$ cat src/rtl/ara_pkg.sv
// Subset of the Ara vector package shared by the cluster ring:
// element width, cluster index types and the remote packet layout.
package ara_pkg;

    localparam int unsigned ELEN            = 64;
    localparam int unsigned IdClusterWidth  = 4;
    localparam int unsigned NumClusterWidth = 3;

    typedef logic [ELEN-1:0]            elen_t;
    typedef logic [IdClusterWidth-1:0]  id_cluster_t;
    typedef logic [NumClusterWidth-1:0] num_cluster_t;

    typedef struct packed {
        id_cluster_t dst_cluster;
        id_cluster_t src_cluster;
        elen_t       data;
    } remote_data_t;

endpackage

$ cat src/rtl/ring_tx_packetizer_pkg.sv
// FSM encoding and ring destination arithmetic for the ring TX packetizer.
// Destination = (own id + shift) modulo the power-of-two cluster count.
package ring_tx_packetizer_pkg;

    import ara_pkg::*;

    typedef enum logic [1:0] {
        ST_IDLE,
        ST_STREAM,
        ST_FLUSH
    } state_e;

    function automatic id_cluster_t ring_dst(input id_cluster_t  id,
                                             input id_cluster_t  shift,
                                             input num_cluster_t log_n);
        id_cluster_t w_mask;
        id_cluster_t w_sum;
        if (log_n >= num_cluster_t'(IdClusterWidth)) begin
            w_mask = '1;
        end else begin
            w_mask = id_cluster_t'((32'd1 << log_n) - 32'd1);
        end
        w_sum = id + shift;
        return w_sum & w_mask;
    endfunction

endpackage

$ cat src/rtl/ring_tx_packetizer_if.sv
// Packet stream towards the ring router: packed packet plus valid/ready.
// Master drives pkt_dat/pkt_vld; slave returns pkt_rdy.
interface ring_tx_packetizer_if;

    import ara_pkg::*;

    remote_data_t pkt_dat;
    logic         pkt_vld;
    logic         pkt_rdy;

    modport master (output pkt_dat, output pkt_vld, input pkt_rdy);
    modport slave  (input pkt_dat, input pkt_vld, output pkt_rdy);

endinterface

$ cat src/rtl/ring_tx_packetizer_outreg.sv
// One-entry valid/ready pipeline register driving the ring packet stream.
// Latency 1 cycle; accepts a new entry in the same cycle the old one drains.
module ring_tx_packetizer_outreg
    import ara_pkg::*;
(
    input  logic                 i_clk,
    input  logic                 i_rst,
    input  logic                 i_in_vld,
    input  remote_data_t         i_in_dat,
    output logic                 o_in_rdy,
    ring_tx_packetizer_if.master pkt_if
);

    logic         r_vld;
    remote_data_t r_dat;
    logic         w_in_rdy;
    logic         w_load;

    assign w_in_rdy = ~r_vld | pkt_if.pkt_rdy;
    assign w_load   = i_in_vld & w_in_rdy;

    always_ff @(posedge i_clk) begin
        if (i_rst) begin
            r_vld <= 1'b0;
            r_dat <= '0;
        end else if (w_load) begin
            r_vld <= 1'b1;
            r_dat <= i_in_dat;
        end else if (pkt_if.pkt_rdy) begin
            r_vld <= 1'b0;
        end
    end

    assign o_in_rdy       = w_in_rdy;
    assign pkt_if.pkt_vld = r_vld;
    assign pkt_if.pkt_dat = r_dat;

endmodule

$ cat src/rtl/ring_tx_packetizer.sv
// Wraps SLDU words into ring packets for one command at a time; words for our own cluster are dropped.
// Word-to-packet latency 1 cycle, one word per cycle; data_ready_o follows the output register's room.
module ring_tx_packetizer
    import ara_pkg::*;
    import ring_tx_packetizer_pkg::*;
#(
    parameter int unsigned LenWidth = 16
) (
    input  logic                clk_i,
    input  logic                rst_i,
    input  id_cluster_t         cluster_id_i,
    input  num_cluster_t        num_clusters_i,
    input  logic                cmd_valid_i,
    output logic                cmd_ready_o,
    input  id_cluster_t         cmd_shift_i,
    input  logic [LenWidth-1:0] cmd_len_i,
    input  elen_t               data_i,
    input  logic                data_valid_i,
    output logic                data_ready_o,
    output remote_data_t        pkt_o,
    output logic                pkt_valid_o,
    input  logic                pkt_ready_i,
    output logic                busy_o,
    output logic                done_o
);

    localparam int unsigned DataWidth = $bits(elen_t);

    state_e              r_state;
    state_e              w_state_nxt;
    logic [LenWidth-1:0] r_cnt;
    id_cluster_t         r_dst;
    logic                r_drop;
    logic                r_done;

    logic                w_cmd_rdy;
    logic                w_data_rdy;
    logic                w_cmd_hs;
    logic                w_data_hs;
    logic                w_load;
    logic                w_out_rdy;
    logic                w_pkt_vld;
    logic                w_last_word;
    id_cluster_t         w_dst;
    logic [DataWidth-1:0] w_data;
    remote_data_t        w_pkt_in;

    ring_tx_packetizer_if w_pkt_if ();

    assign w_dst       = ring_dst(cluster_id_i, cmd_shift_i, num_clusters_i);
    assign w_data      = data_i;
    assign w_pkt_in    = '{dst_cluster: r_dst, src_cluster: cluster_id_i, data: w_data};
    assign w_cmd_hs    = w_cmd_rdy & cmd_valid_i;
    assign w_data_hs   = w_data_rdy & data_valid_i;
    assign w_load      = w_data_hs & ~r_drop;
    assign w_last_word = (r_cnt == LenWidth'(1));
    assign w_pkt_vld   = w_pkt_if.pkt_vld;

    ring_tx_packetizer_outreg u_outreg (
        .i_clk    (clk_i),
        .i_rst    (rst_i),
        .i_in_vld (w_load),
        .i_in_dat (w_pkt_in),
        .o_in_rdy (w_out_rdy),
        .pkt_if   (w_pkt_if)
    );

    assign w_pkt_if.pkt_rdy = pkt_ready_i;

    always_comb begin
        w_state_nxt = r_state;
        w_cmd_rdy   = 1'b0;
        w_data_rdy  = 1'b0;
        case (r_state)
            ST_IDLE: begin
                w_cmd_rdy = 1'b1;
                if (cmd_valid_i && (cmd_len_i != '0)) begin
                    w_state_nxt = ST_STREAM;
                end
            end
            ST_STREAM: begin
                w_data_rdy = r_drop | w_out_rdy;
                if (data_valid_i && w_data_rdy && w_last_word) begin
                    w_state_nxt = ST_FLUSH;
                end
            end
            ST_FLUSH: begin
                if (r_drop || !w_pkt_vld || pkt_ready_i) begin
                    w_state_nxt = ST_IDLE;
                end
            end
            default: w_state_nxt = ST_IDLE;
        endcase
    end

    // done_o is registered: it lands in the cycle after the final handshake.
    always_ff @(posedge clk_i) begin
        if (rst_i) begin
            r_state <= ST_IDLE;
            r_cnt   <= '0;
            r_dst   <= '0;
            r_drop  <= 1'b0;
            r_done  <= 1'b0;
        end else begin
            r_state <= w_state_nxt;
            r_done  <= 1'b0;
            if (w_cmd_hs) begin
                r_dst  <= w_dst;
                r_drop <= (w_dst == cluster_id_i);
                r_cnt  <= cmd_len_i;
                if (cmd_len_i == '0) begin
                    r_done <= 1'b1;
                end
            end
            if (w_data_hs) begin
                r_cnt <= r_cnt - LenWidth'(1);
                if (r_drop && w_last_word) begin
                    r_done <= 1'b1;
                end
            end
            if ((r_state == ST_FLUSH) && !r_drop && (!w_pkt_vld || pkt_ready_i)) begin
                r_done <= 1'b1;
            end
        end
    end

    assign cmd_ready_o  = w_cmd_rdy;
    assign data_ready_o = w_data_rdy;
    assign pkt_o        = w_pkt_if.pkt_dat;
    assign pkt_valid_o  = w_pkt_vld;
    assign busy_o       = (r_state != ST_IDLE);
    assign done_o       = r_done;

endmodule

$ cat config.mk
export PLATFORM = sky130hd
export DESIGN_NAME = ring_tx_packetizer
export DESIGN_NICKNAME = d
export VERILOG_FILES = /design/src/rtl/ara_pkg.sv /design/src/rtl/ring_tx_packetizer_pkg.sv /design/src/rtl/ring_tx_packetizer_if.sv /design/src/rtl/ring_tx_packetizer_outreg.sv /design/src/rtl/ring_tx_packetizer.sv
export SDC_FILE = /design/constraint.sdc
export NUM_CORES = 1
export LEC_CHECK = 0
export CAP_MARGIN = 15
export CORE_UTILIZATION = 46
export CTS_CLUSTER_SIZE = 28
export DETAILED_ROUTE_END_ITERATION = 16
export GPL_TIMING_DRIVEN = 0
export PLACE_DENSITY = 0.93
export SLEW_MARGIN = 20
export SYNTH_ARGS = -nofsm -noshare
export SYNTH_HDL_FRONTEND = slang
export SYNTH_SLANG_ARGS = --single-unit
export TNS_END_PERCENT = 30
$ cat constraint.sdc
create_clock -name clk_i -period 4.65 [get_ports clk_i]
set_input_delay 0.93 -clock clk_i [delete_from_list [all_inputs] [get_ports clk_i]]
set_output_delay 0.93 -clock clk_i [all_outputs]
set_load 0.01 [all_outputs]
==> impl_metrics.tcl <==
set metrics [dict create \
    path_clk_slew_ps 90 \
    p_total_mw 1.88 \
    wirelength_um 12700 \
    die-area_um2 9220 \
    grt_pass1_wl_um 19300 \
    ys_types 50 \
    yosys_warnings 0 \
    timing.fmax_mhz 269 \
    num-nets-final 808 \
    timing.max_slew.rel_slack_pct 42.2 \
    setup_viol 0 \
    yosys.area.top_type_share_pct 47.7 \
    crit_arrival_ps 2790 \
    start_kind "input pin" \
    vias 4490 \
    gp_congestion 0.946 \
    cts_sinks 97 \
    cts_hold_buf 0 \
    antenna_cells 0 \
    final_cell_mix "172 x clkdlybuf4s50_1, 167 x nand2_1, 97 x dfxtp_1, 90 x a21oi_1, 34 x clkbuf_1" \
    rsz0062_at_grt "false" \
    synth_compound_gate_area_share_pct 18.3 \
    slowest_delay_ps 720 \
    die_w_um 96.0 \
    synthAdderAreaFrac_pct 2.34 \
    final_core_util_pct 73.0 \
    worst-path-max-fanout 7 \
    async_reset_ff_share_pct 0 \
    cts_max_path_buffers 2 \
    drt-pass1-iter-count 5 \
    synthCells 522 \
    fin_ws_ps 933 \
    hold_path.class "register to register" \
    ys.flop_type "dfxtp_1" \
    avgSynthCellArea_um2 7.79 \
    die_h_um 96.0 \
    syn_area_um2 4070 \
    final.setup.tns_ps 0 \
    grt_use_total_pct 27.1 \
    antenna_left 0 \
    yosys.area_share.simple_pct 26.6 \
    tightestPinTransition_ps 866 \
    ir_worst_vdd_mv 0.186 \
    drc 0 \
    power.leakage_nw 2.14 \
    max_cap_viol_count 0 \
    yosysTopAreaCell "dfxtp_1" \
    initial_core_util_pct 48.5 \
    cts_tree "done" \
    io_buffers 172 \
    hold_viol 0 \
    postCtsResizedCells 0 \
    pre_cts_ws_ps 954 \
    period_share_pct 79.9 \
    synth_top_family_by_area "simple AND/OR/NAND/NOR gates" \
    synth_seq_cells 97 \
    ys_seq_area_share_pct 47.7 \
    finalCriticalPeriod_ps 3720 \
    end_kind "output pin" \
    wl_per_cell_um 15.6 \
    synthToLayoutAreaGrowth_pct 50.4 \
    grt-ovfl-total 0 \
    fillerInstances 640 \
    fin_hold_ws_ps 459 \
    htree_levels 3 \
    numCtsBuffers 9 \
    multi_input_area_um2 1960 \
    first_iter_violations 328 \
    powerDensity_nw_per_um2 307 \
    crit_type "input pin to output pin" \
    coreArea_um2 8380 \
    synthXorXnorAreaFrac_pct 0.215 \
    status "finished, final reports clean" \
    synthMuxAreaShare_pct 0.523 \
    io_pins 173 \
    cts-root-buf "clkbuf_8" \
    postCtsSetupBuffers 0 \
    synthTopCellsByArea "dfxtp_1 48%, nand2_1 15%, a21oi_1 11%" \
    maxSlewViolCount 0 \
    avgViaCountPerCell 5.51 \
    antenna_found_initial 0 \
    layout_commonest_cell "clkdlybuf4s50_1" \
    std_cell_rows 33 \
    fin_worst_skew_ps 10.5 \
    grt_pass1_vias 4215 \
    dpl.hpwl_um 9790 \
    grt_max_degree 17 \
    crit_required_ps 3720 \
    regArea_um2 1940 \
    syn_nets 625 \
    drive_above_1_share_pct 3.94 \
    slowest_stage "nor3b_1" \
    clock_latency_ps 360 \
    cp_common_cell "clkdlybuf4s50_1" \
    crit_chain "clkdlybuf4s50_1 -> nor3b_1 -> nor2_1 -> clkdlybuf4s50_1" \
    synth_edf_count 0 \
]
flip-flops by register name, summed over array words and instances, names as in the netlist:
signal and flops:
r_dst 4, u_outreg.pkt_if.pkt_dat 72, done_o 1, u_outreg.pkt_if.pkt_vld 1, r_drop 1, r_cnt 16, r_state 2
worst paths after layout:
check                                   start                     endpoint  slack (ps)  cells after the start
setup / recovery                  pkt_ready_i                 data_ready_o         930                      4
hold reg to reg   u_outreg.pkt_if.pkt_dat[68]  u_outreg.pkt_if.pkt_dat[68]         460                      2
hold / removal    u_outreg.pkt_if.pkt_dat[68]  u_outreg.pkt_if.pkt_dat[68]         460                      2
setup reg to reg                     r_cnt[6]                    r_cnt[15]        2390                      5
cell usage after synthesis (6+ instances only):
cell / count
nor2_1: 13
clkbuf_1: 33
nor3_1: 8
nor4_1: 7
inv_1: 12
nand2_1: 167
nand3_1: 11
a21oi_1: 90
a31oi_1: 6
ha_1: 6
dfxtp_1: 97
area by class of cell:
cell class                      count  area share (%)
Inverter                           12           0.736
Multi-Input combinational cell    379            32.0
Timing Repair Buffer              172            28.1
Buffer                             34            2.11
Clock inverter                      6            1.08
Tap cell                          105            2.15
Sequential cell                    97            31.7
Clock buffer                       10            2.09
kinds of logic after synthesis:
group,count (synthesis)
simple gates,241
buf+inv,46
mux,2
flops,97
fa+ha+maj,7
xor+xnor,1
compound gates,128
critical path, delay by kind of cell:
family                 cells  cell delay (ps)
AND/OR/NAND/NOR            2              880
buffers and inverters      2              970
stage by stage:
| stage | cells | area [um2] |
|---|---|---|
| 3_3_place_gp | 799 | 5920 |
| 5_1_grt | 815 | 6120 |
| 3_5_place_dp | 799 | 5930 |
| 2_1_floorplan | 522 | 4070 |
| 6_report | 815 | 6120 |
| 4_1_cts | 815 | 6120 |
per-layer routing:
| metal | wire, um | GRT usage, % | vias to the layer above |
|---|---|---|---|
| met1 | 4850 | 30.8 | 2060 |
| met2 | 6300 | 48.1 | 222 |
| met3 | 1090 | 6.71 | 43 |
| met4 | 439 | 11.4 | 0 |
| li1 | - | - | 2165 |
| met5 | 0 | 0 | - |
power by group:
part / internal [mW] / leakage, nW / switching, mW / total [mW]
sequential: 0.881 / 0.790 / 0.0357 / 0.916
combinational: 0.212 / 1.24 / 0.205 / 0.417
clock: 0.252 / 0.101 / 0.294 / 0.546
total: 1.34 / 2.14 / 0.534 / 1.88
No activity file was read; power rests on OpenSTA's default activity.
